[src/rtl/me_lsu_wb.sv]
// Purpose: memory-stage load/store unit with req/ack data-memory port and MEM/WB pipeline register.
// Latency: 1 cycle for non-memory/misaligned ops; memory ops complete on the mem_ack edge (min 2 cycles).
// Backpressure: stall holds upstream from issue until mem_ack or timeout; flush kills the WB result.
module me_lsu_wb #(
    parameter int XLEN    = 32,
    parameter int TIMEOUT = 16
) (
    input  logic            clk,
    input  logic            rst,
    input  logic            in_valid,
    input  logic            flush,
    input  logic [XLEN-1:0] incrementPCIn,
    input  logic [XLEN-1:0] ALUResIn,
    input  logic [XLEN-1:0] RS2In,
    input  logic [4:0]      rdIn,
    input  logic            dm_writeIn,
    input  logic [2:0]      dm_ctrlIn,
    input  logic [1:0]      ru_data_srcIn,
    input  logic            ru_writeIn,
    output logic            stall,
    output logic            mem_req,
    output logic            mem_we,
    output logic [XLEN-1:0] mem_addr,
    output logic [XLEN-1:0] mem_wdata,
    output logic [3:0]      mem_be,
    input  logic            mem_ack,
    input  logic [XLEN-1:0] mem_rdata,
    output logic            wb_valid,
    output logic [XLEN-1:0] wb_alu_res,
    output logic [XLEN-1:0] wb_mem_data,
    output logic [XLEN-1:0] wb_pc4,
    output logic [4:0]      wb_rd,
    output logic [1:0]      wb_ru_data_src,
    output logic            wb_ru_write,
    output logic            misaligned,
    output logic            bus_error
);

    localparam int CW = $clog2(TIMEOUT + 1);

    typedef enum logic {IDLE, WAIT_ACK} state_t;

    state_t          state, stateNext;
    logic [CW-1:0]   waitCnt;

    // Instruction context captured at issue so completion does not depend on upstream holding.
    logic [XLEN-1:0] pendAlu, pendPc4;
    logic [4:0]      pendRd;
    logic [1:0]      pendSrc, pendOff;
    logic [2:0]      pendCtrl;
    logic            pendRuWrite, pendLoad, pendKill;

    logic            memOp, isMisaligned, startReq, passThrough, ackHit, timeoutHit;
    logic [XLEN-1:0] storeData;
    logic [3:0]      storeBe;

    // Decode the incoming bundle: memory-op detection, alignment, store lane steering.
    always_comb begin
        memOp        = in_valid & (dm_writeIn | (ru_data_srcIn == 2'b01));
        isMisaligned = 1'b0;
        storeData    = RS2In;
        storeBe      = 4'b1111;
        case (dm_ctrlIn[1:0])
            2'b00: begin
                storeData = {4{RS2In[7:0]}};
                storeBe   = 4'b0001 << ALUResIn[1:0];
            end
            2'b01: begin
                isMisaligned = ALUResIn[0];
                storeData    = {2{RS2In[15:0]}};
                storeBe      = 4'b0011 << {ALUResIn[1], 1'b0};
            end
            default: begin
                isMisaligned = |ALUResIn[1:0];
            end
        endcase
        // A flushed op is never issued to memory; a misaligned one completes immediately.
        startReq    = (state == IDLE) & memOp & ~isMisaligned & ~flush;
        passThrough = (state == IDLE) & in_valid & ~flush & ~(memOp & ~isMisaligned);
        ackHit      = (state == WAIT_ACK) & mem_ack;
        timeoutHit  = (state == WAIT_ACK) & ~mem_ack & (waitCnt == CW'(TIMEOUT - 1));
    end

    // Next-state and stall: upstream is held from issue until ack or timeout.
    always_comb begin
        stateNext = state;
        stall     = 1'b0;
        case (state)
            IDLE: begin
                if (startReq) begin
                    stateNext = WAIT_ACK;
                    stall     = 1'b1;
                end
            end
            WAIT_ACK: begin
                stall = ~(mem_ack | timeoutHit);
                if (mem_ack || timeoutHit) begin
                    stateNext = IDLE;
                end
            end
            default: stateNext = IDLE;
        endcase
    end

    // State register.
    always_ff @(posedge clk) begin
        if (rst) begin
            state <= IDLE;
        end else begin
            state <= stateNext;
        end
    end

    function automatic logic [XLEN-1:0] extendLoad(input logic [XLEN-1:0] word,
                                                   input logic [1:0] off,
                                                   input logic [2:0] ctrl);
        logic [XLEN-1:0] lane;
        logic [XLEN-1:0] res;
        lane = word >> {off, 3'b000};
        case (ctrl)
            3'b000:  res = {{(XLEN-8){lane[7]}}, lane[7:0]};
            3'b001:  res = {{(XLEN-16){lane[15]}}, lane[15:0]};
            3'b100:  res = {{(XLEN-8){1'b0}}, lane[7:0]};
            3'b101:  res = {{(XLEN-16){1'b0}}, lane[15:0]};
            default: res = lane;
        endcase
        return res;
    endfunction

    // Memory port, wait counter and captured context.
    always_ff @(posedge clk) begin
        if (rst) begin
            mem_req     <= 1'b0;
            mem_we      <= 1'b0;
            mem_addr    <= '0;
            mem_wdata   <= '0;
            mem_be      <= '0;
            waitCnt     <= '0;
            pendAlu     <= '0;
            pendPc4     <= '0;
            pendRd      <= '0;
            pendSrc     <= '0;
            pendOff     <= '0;
            pendCtrl    <= '0;
            pendRuWrite <= 1'b0;
            pendLoad    <= 1'b0;
            pendKill    <= 1'b0;
        end else begin
            if (startReq) begin
                mem_req     <= 1'b1;
                mem_we      <= dm_writeIn;
                mem_addr    <= {ALUResIn[XLEN-1:2], 2'b00};
                mem_wdata   <= storeData;
                mem_be      <= storeBe;
                waitCnt     <= '0;
                pendAlu     <= ALUResIn;
                pendPc4     <= incrementPCIn;
                pendRd      <= rdIn;
                pendSrc     <= ru_data_srcIn;
                pendOff     <= ALUResIn[1:0];
                pendCtrl    <= dm_ctrlIn;
                pendRuWrite <= ru_writeIn;
                pendLoad    <= ~dm_writeIn;
                pendKill    <= 1'b0;
            end else if (state == WAIT_ACK) begin
                // A flush seen at any point while waiting discards the eventual result.
                if (flush) begin
                    pendKill <= 1'b1;
                end
                if (mem_ack || timeoutHit) begin
                    mem_req <= 1'b0;
                end else begin
                    waitCnt <= waitCnt + CW'(1);
                end
            end
        end
    end

    // MEM/WB register: loads on pass-through or access completion; data fields hold otherwise.
    always_ff @(posedge clk) begin
        if (rst) begin
            wb_valid       <= 1'b0;
            wb_alu_res     <= '0;
            wb_mem_data    <= '0;
            wb_pc4         <= '0;
            wb_rd          <= '0;
            wb_ru_data_src <= '0;
            wb_ru_write    <= 1'b0;
            misaligned     <= 1'b0;
            bus_error      <= 1'b0;
        end else begin
            wb_valid    <= 1'b0;
            wb_ru_write <= 1'b0;
            misaligned  <= 1'b0;
            bus_error   <= 1'b0;
            if (passThrough) begin
                wb_valid       <= 1'b1;
                wb_alu_res     <= ALUResIn;
                wb_mem_data    <= '0;
                wb_pc4         <= incrementPCIn;
                wb_rd          <= rdIn;
                wb_ru_data_src <= ru_data_srcIn;
                wb_ru_write    <= ru_writeIn & ~memOp;
                misaligned     <= memOp;
            end else if ((ackHit || timeoutHit) && !pendKill && !flush) begin
                wb_valid       <= 1'b1;
                wb_alu_res     <= pendAlu;
                wb_mem_data    <= (ackHit && pendLoad) ? extendLoad(mem_rdata, pendOff, pendCtrl) : '0;
                wb_pc4         <= pendPc4;
                wb_rd          <= pendRd;
                wb_ru_data_src <= pendSrc;
                wb_ru_write    <= pendRuWrite & ackHit;
                bus_error      <= timeoutHit;
            end
        end
    end

endmodule

[config.mk]
export PLATFORM = sky130hd
export DESIGN_NAME = me_lsu_wb
export DESIGN_NICKNAME = d
export VERILOG_FILES = /design/src/rtl/me_lsu_wb.sv
export SDC_FILE = /design/constraint.sdc
export NUM_CORES = 1
export LEC_CHECK = 0
export ABC_AREA = 1
export CORE_MARGIN = 2
export CORE_UTILIZATION = 43
export CTS_CLUSTER_SIZE = 25
export DETAILED_ROUTE_END_ITERATION = 7
export HOLD_SLACK_MARGIN = 0.15
export PLACE_DENSITY = 0.8
export SLEW_MARGIN = 20
export SYNTH_ARGS = -nofsm -noshare
export SYNTH_HDL_FRONTEND = slang
export SYNTH_SLANG_ARGS = --single-unit
export TNS_END_PERCENT = 100
[constraint.sdc]
create_clock -name clk -period 2.65 [get_ports clk]
set_clock_uncertainty 0.1 [all_clocks]
set_input_delay 0.795 -clock clk [delete_from_list [all_inputs] [get_ports clk]]
set_output_delay 0.795 -clock clk [all_outputs]
set_load 0.01 [all_outputs]
==> impl_metrics.py <==
metrics = {
    "logic_synthesis": {
        "synth.yosys.seq_area_share_pct": 43.9,
        "ys_top_cells_by_count": "nand2_1 (522), dfxtp_1 (228), nand3_1 (225)",
        "synth_area_per_cell_um2": 6.79,
        "synthTopCellsByArea": "dfxtp_1 (44%), nand2_1 (19%), nand3_1 (11%), a21oi_1 (10%), inv_1 (3.7%)",
        "netlist_area_um2": 10400,
        "ys_types": 31,
        "synth_edf_count": 0,
        "async_flop_share_pct": 0,
        "yosysWarnings": 0,
        "syn_inst": 1530,
        "yosysMostFrequentCell": "nand2_1",
        "synth_top_area_cell": "dfxtp_1",
        "synth_ff_type": "dfxtp_1",
        "synth_seq_cells": 228,
        "netlist.area_leader.share_pct": 43.9,
    },
    "drt": {
        "drt-wirelength-per-cell_um": 15.8,
        "route.detailed.drc": 0,
        "vias": 11100,
        "final_antenna_net_count": 0,
        "avgViaCountPerCell": 5.22,
        "routed_wl_mm": 33.7,
        "firstDrtPassIters": 5,
        "drt_iter0_drc": 988,
    },
    "cts": {
        "cts_max_path_buffers": 3,
        "cts_hold_buffers": 0,
        "cts_sinks": 228,
        "root_buffer": "clkbuf_16",
        "insertion_delay_ns": 0.53,
        "cts_tree": "done",
        "cts_buffers": 25,
        "cts_max_level": 1,
        "clk_pin_slew_worst_paths_ns": 0.06,
    },
    "die": {
        "core-area_um2": 23600,
        "rows": 56,
        "die-area_um2": 25400,
        "start_util_pct": 44.0,
        "chipWidth_um": 159,
        "die_h_um": 159,
        "io_pins": 323,
    },
    "timing": {
        "rsz0062_at_grt": "no",
        "tightest_slew_ns": 0.845,
        "holdWs_ns": 0.347,
        "fmax_ghz": 0.385,
        "setup_slack_ns": 0.0533,
        "slew-limit-headroom_pct": 43.7,
        "min_period_ns": 2.60,
        "finalMaxSlewViolations": 0,
        "setup_viol": 0,
        "period_share_pct": 98.0,
        "finalHoldViolCount": 0,
    },
    "pwr": {
        "clkPwrFrac_pct": 43.2,
        "ir_drop_v": 0.000364,
        "report.power.total_mw": 8.25,
        "power_density_nw_per_um2": 562,
        "p_int_mw": 6.20,
        "swShare_pct": 24.9,
        "combPwrFrac_pct": 13.2,
        "leakage_nw": 5.76,
        "seqPwrFrac_pct": 43.6,
        "switching_power_mw": 2.05,
    },
    "hold_path": {
        "worstHoldEndpoint": "mem_wdata[3]",
        "hold_class": "register to register",
        "hold_path_depth": 2,
        "hp-start": "mem_wdata[3]",
    },
    "global_route": {
        "grt_pass1_vias": 10200,
        "grt_max_degree": 114,
        "grt_antenna_before_repair": 2,
        "grt_pass1_wl_mm": 53.7,
        "track_usage_pct": 25.4,
        "grt-ovfl-total": 0,
    },
    "place": {
        "hpwl_mm": 22.7,
        "numPortBuffers": 320,
        "place_area_um2": 13800,
        "detailedPlace.worstSlack_ns": -0.648,
        "gp_congestion": 0.910,
    },
    "final_layout": {
        "finish.utilization_pct": 62.2,
        "area_growth_pct": 41.5,
        "drive_above_1_share_pct": 7.33,
        "layout.nets": 1944,
        "final_area_um2": 14700,
    },
    "worst_setup_path": {
        "worstPathArrival_ns": 1.70,
        "cp.required_ns": 1.76,
        "cp_max_fo": 2,
        "r2r-start": "state",
        "setup.reg_to_reg.worst_slack_ns": 0.39,
        "start_kind": "input port",
        "r2r_end": "pendPc4[21]",
        "cp-end-kind": "output pin",
        "critPathKind": "input port to output pin",
        "worstRegToRegCells": 8,
    },
    "run_status": {
        "status": "finished clean",
    },
    "job": {
        "max-cap-violations": 0,
    },
}
-- kinds of logic after synthesis --
logic type / count (synthesis) / synth area share [%]
AND/OR/NAND/NOR: 797 / 32.2
adder cells (fa/ha/maj): 2 / 0.241
AO/OA/AOI/OAI: 251 / 12.3
XOR/XNOR: 1 / 0.0843
flip-flops: 228 / 43.9
other: 1 / 0.0361
buffers and inverters: 250 / 11.2
-- worst max-delay path, cell delays in order --
cell and delay, ns:
clkdlybuf4s50_1 0.44, nor2_2 0.22, nand2_4 0.09, nand2_4 0.06
buf_6 0.10
-- power groups by stage --
| stage | registers (mW) | clock network (mW) | logic (mW) |
|---|---|---|---|
| 2_1_floorplan | 3.69 | 0 | 0.480 |
| 3_3_place_gp | 3.67 | 0 | 1.07 |
| 3_5_place_dp | 3.67 | 0 | 1.08 |
| 4_1_cts | 3.60 | 3.62 | 1.09 |
| 5_1_grt | 3.61 | 3.77 | 1.18 |
| 6_report | 3.60 | 3.57 | 1.09 |
-- registers in the layout (all words and copies together) (netlist names), 3 cells and up --
name	cells
wb_pc4	32
pendAlu	32
mem_be	4
wb_mem_data	32
pendCtrl	3
pendPc4	32
wb_alu_res	32
pendRd	5
waitCnt	5
wb_rd	5
mem_wdata	32
-- metal layers --
layer | track usage, % | share of wire (%) | vias to the layer above | wire length [um]
met5 | 0 | 0.039 | - | 13
met4 | 8.39 | 2.9 | 2 | 965
met3 | 5.39 | 9.0 | 68 | 3020
met2 | 42.4 | 47 | 561 | 16000
met1 | 32.8 | 41 | 5083 | 13800
li1 | - | - | 5430 | -
-- area by class of cell --
class	count	area, um^2
clock buffers	33	696
fillers	2100	8910
well taps	319	399
clock inverters	12	149
repair buffers	378	3740
diodes	1	2.50
multi-input cells	1053	4720
flip-flops and latches	228	4570
inverters	111	420
-- repair_timing --
| action | in CTS | in global routing |
|---|---|---|
| buffers inserted | 4 | 1 |
| gates resized for setup | 19 | 7 |
| gates cloned | 0 | 0 |
| endpoints found under the setup margin | 84 | 1 |
| pin swaps | 6 | 4 |
-- cell usage in the layout (no fill, tap or decap), types with 9 or more instances in the layout --
cell type and count:
nand2_1 516, clkdlybuf4s50_1 311, dfxtp_1 226, nand3_1 224, a21oi_1 213, inv_1 101, buf_4 50, nor2_1 32
o21ai_0 26, clkbuf_16 25, buf_12 9
-- per-stage QoR --
step / TNS [ns] / std cells
global route: 0 / 2135
CTS: 0 / 2133
floorplan: 0 / 1531
detailed placement: -114.17 / 2084
global placement: -111.01 / 2084
finish: 0 / 2135
-- worst max path at each step --
stage / slack [ns] / to / from
after detailed placement: -0.65 / wb_ru_write / ru_data_srcIn[1]
after CTS: 0.002 / stall / waitCnt[0]
final: 0.05 / stall / flush
after floorplan: 0.02 / stall / ALUResIn[1]
after global placement: -0.62 / stall / ALUResIn[1]
after global routing: 0.006 / stall / waitCnt[0]
(Power assumes the default switching activity.)
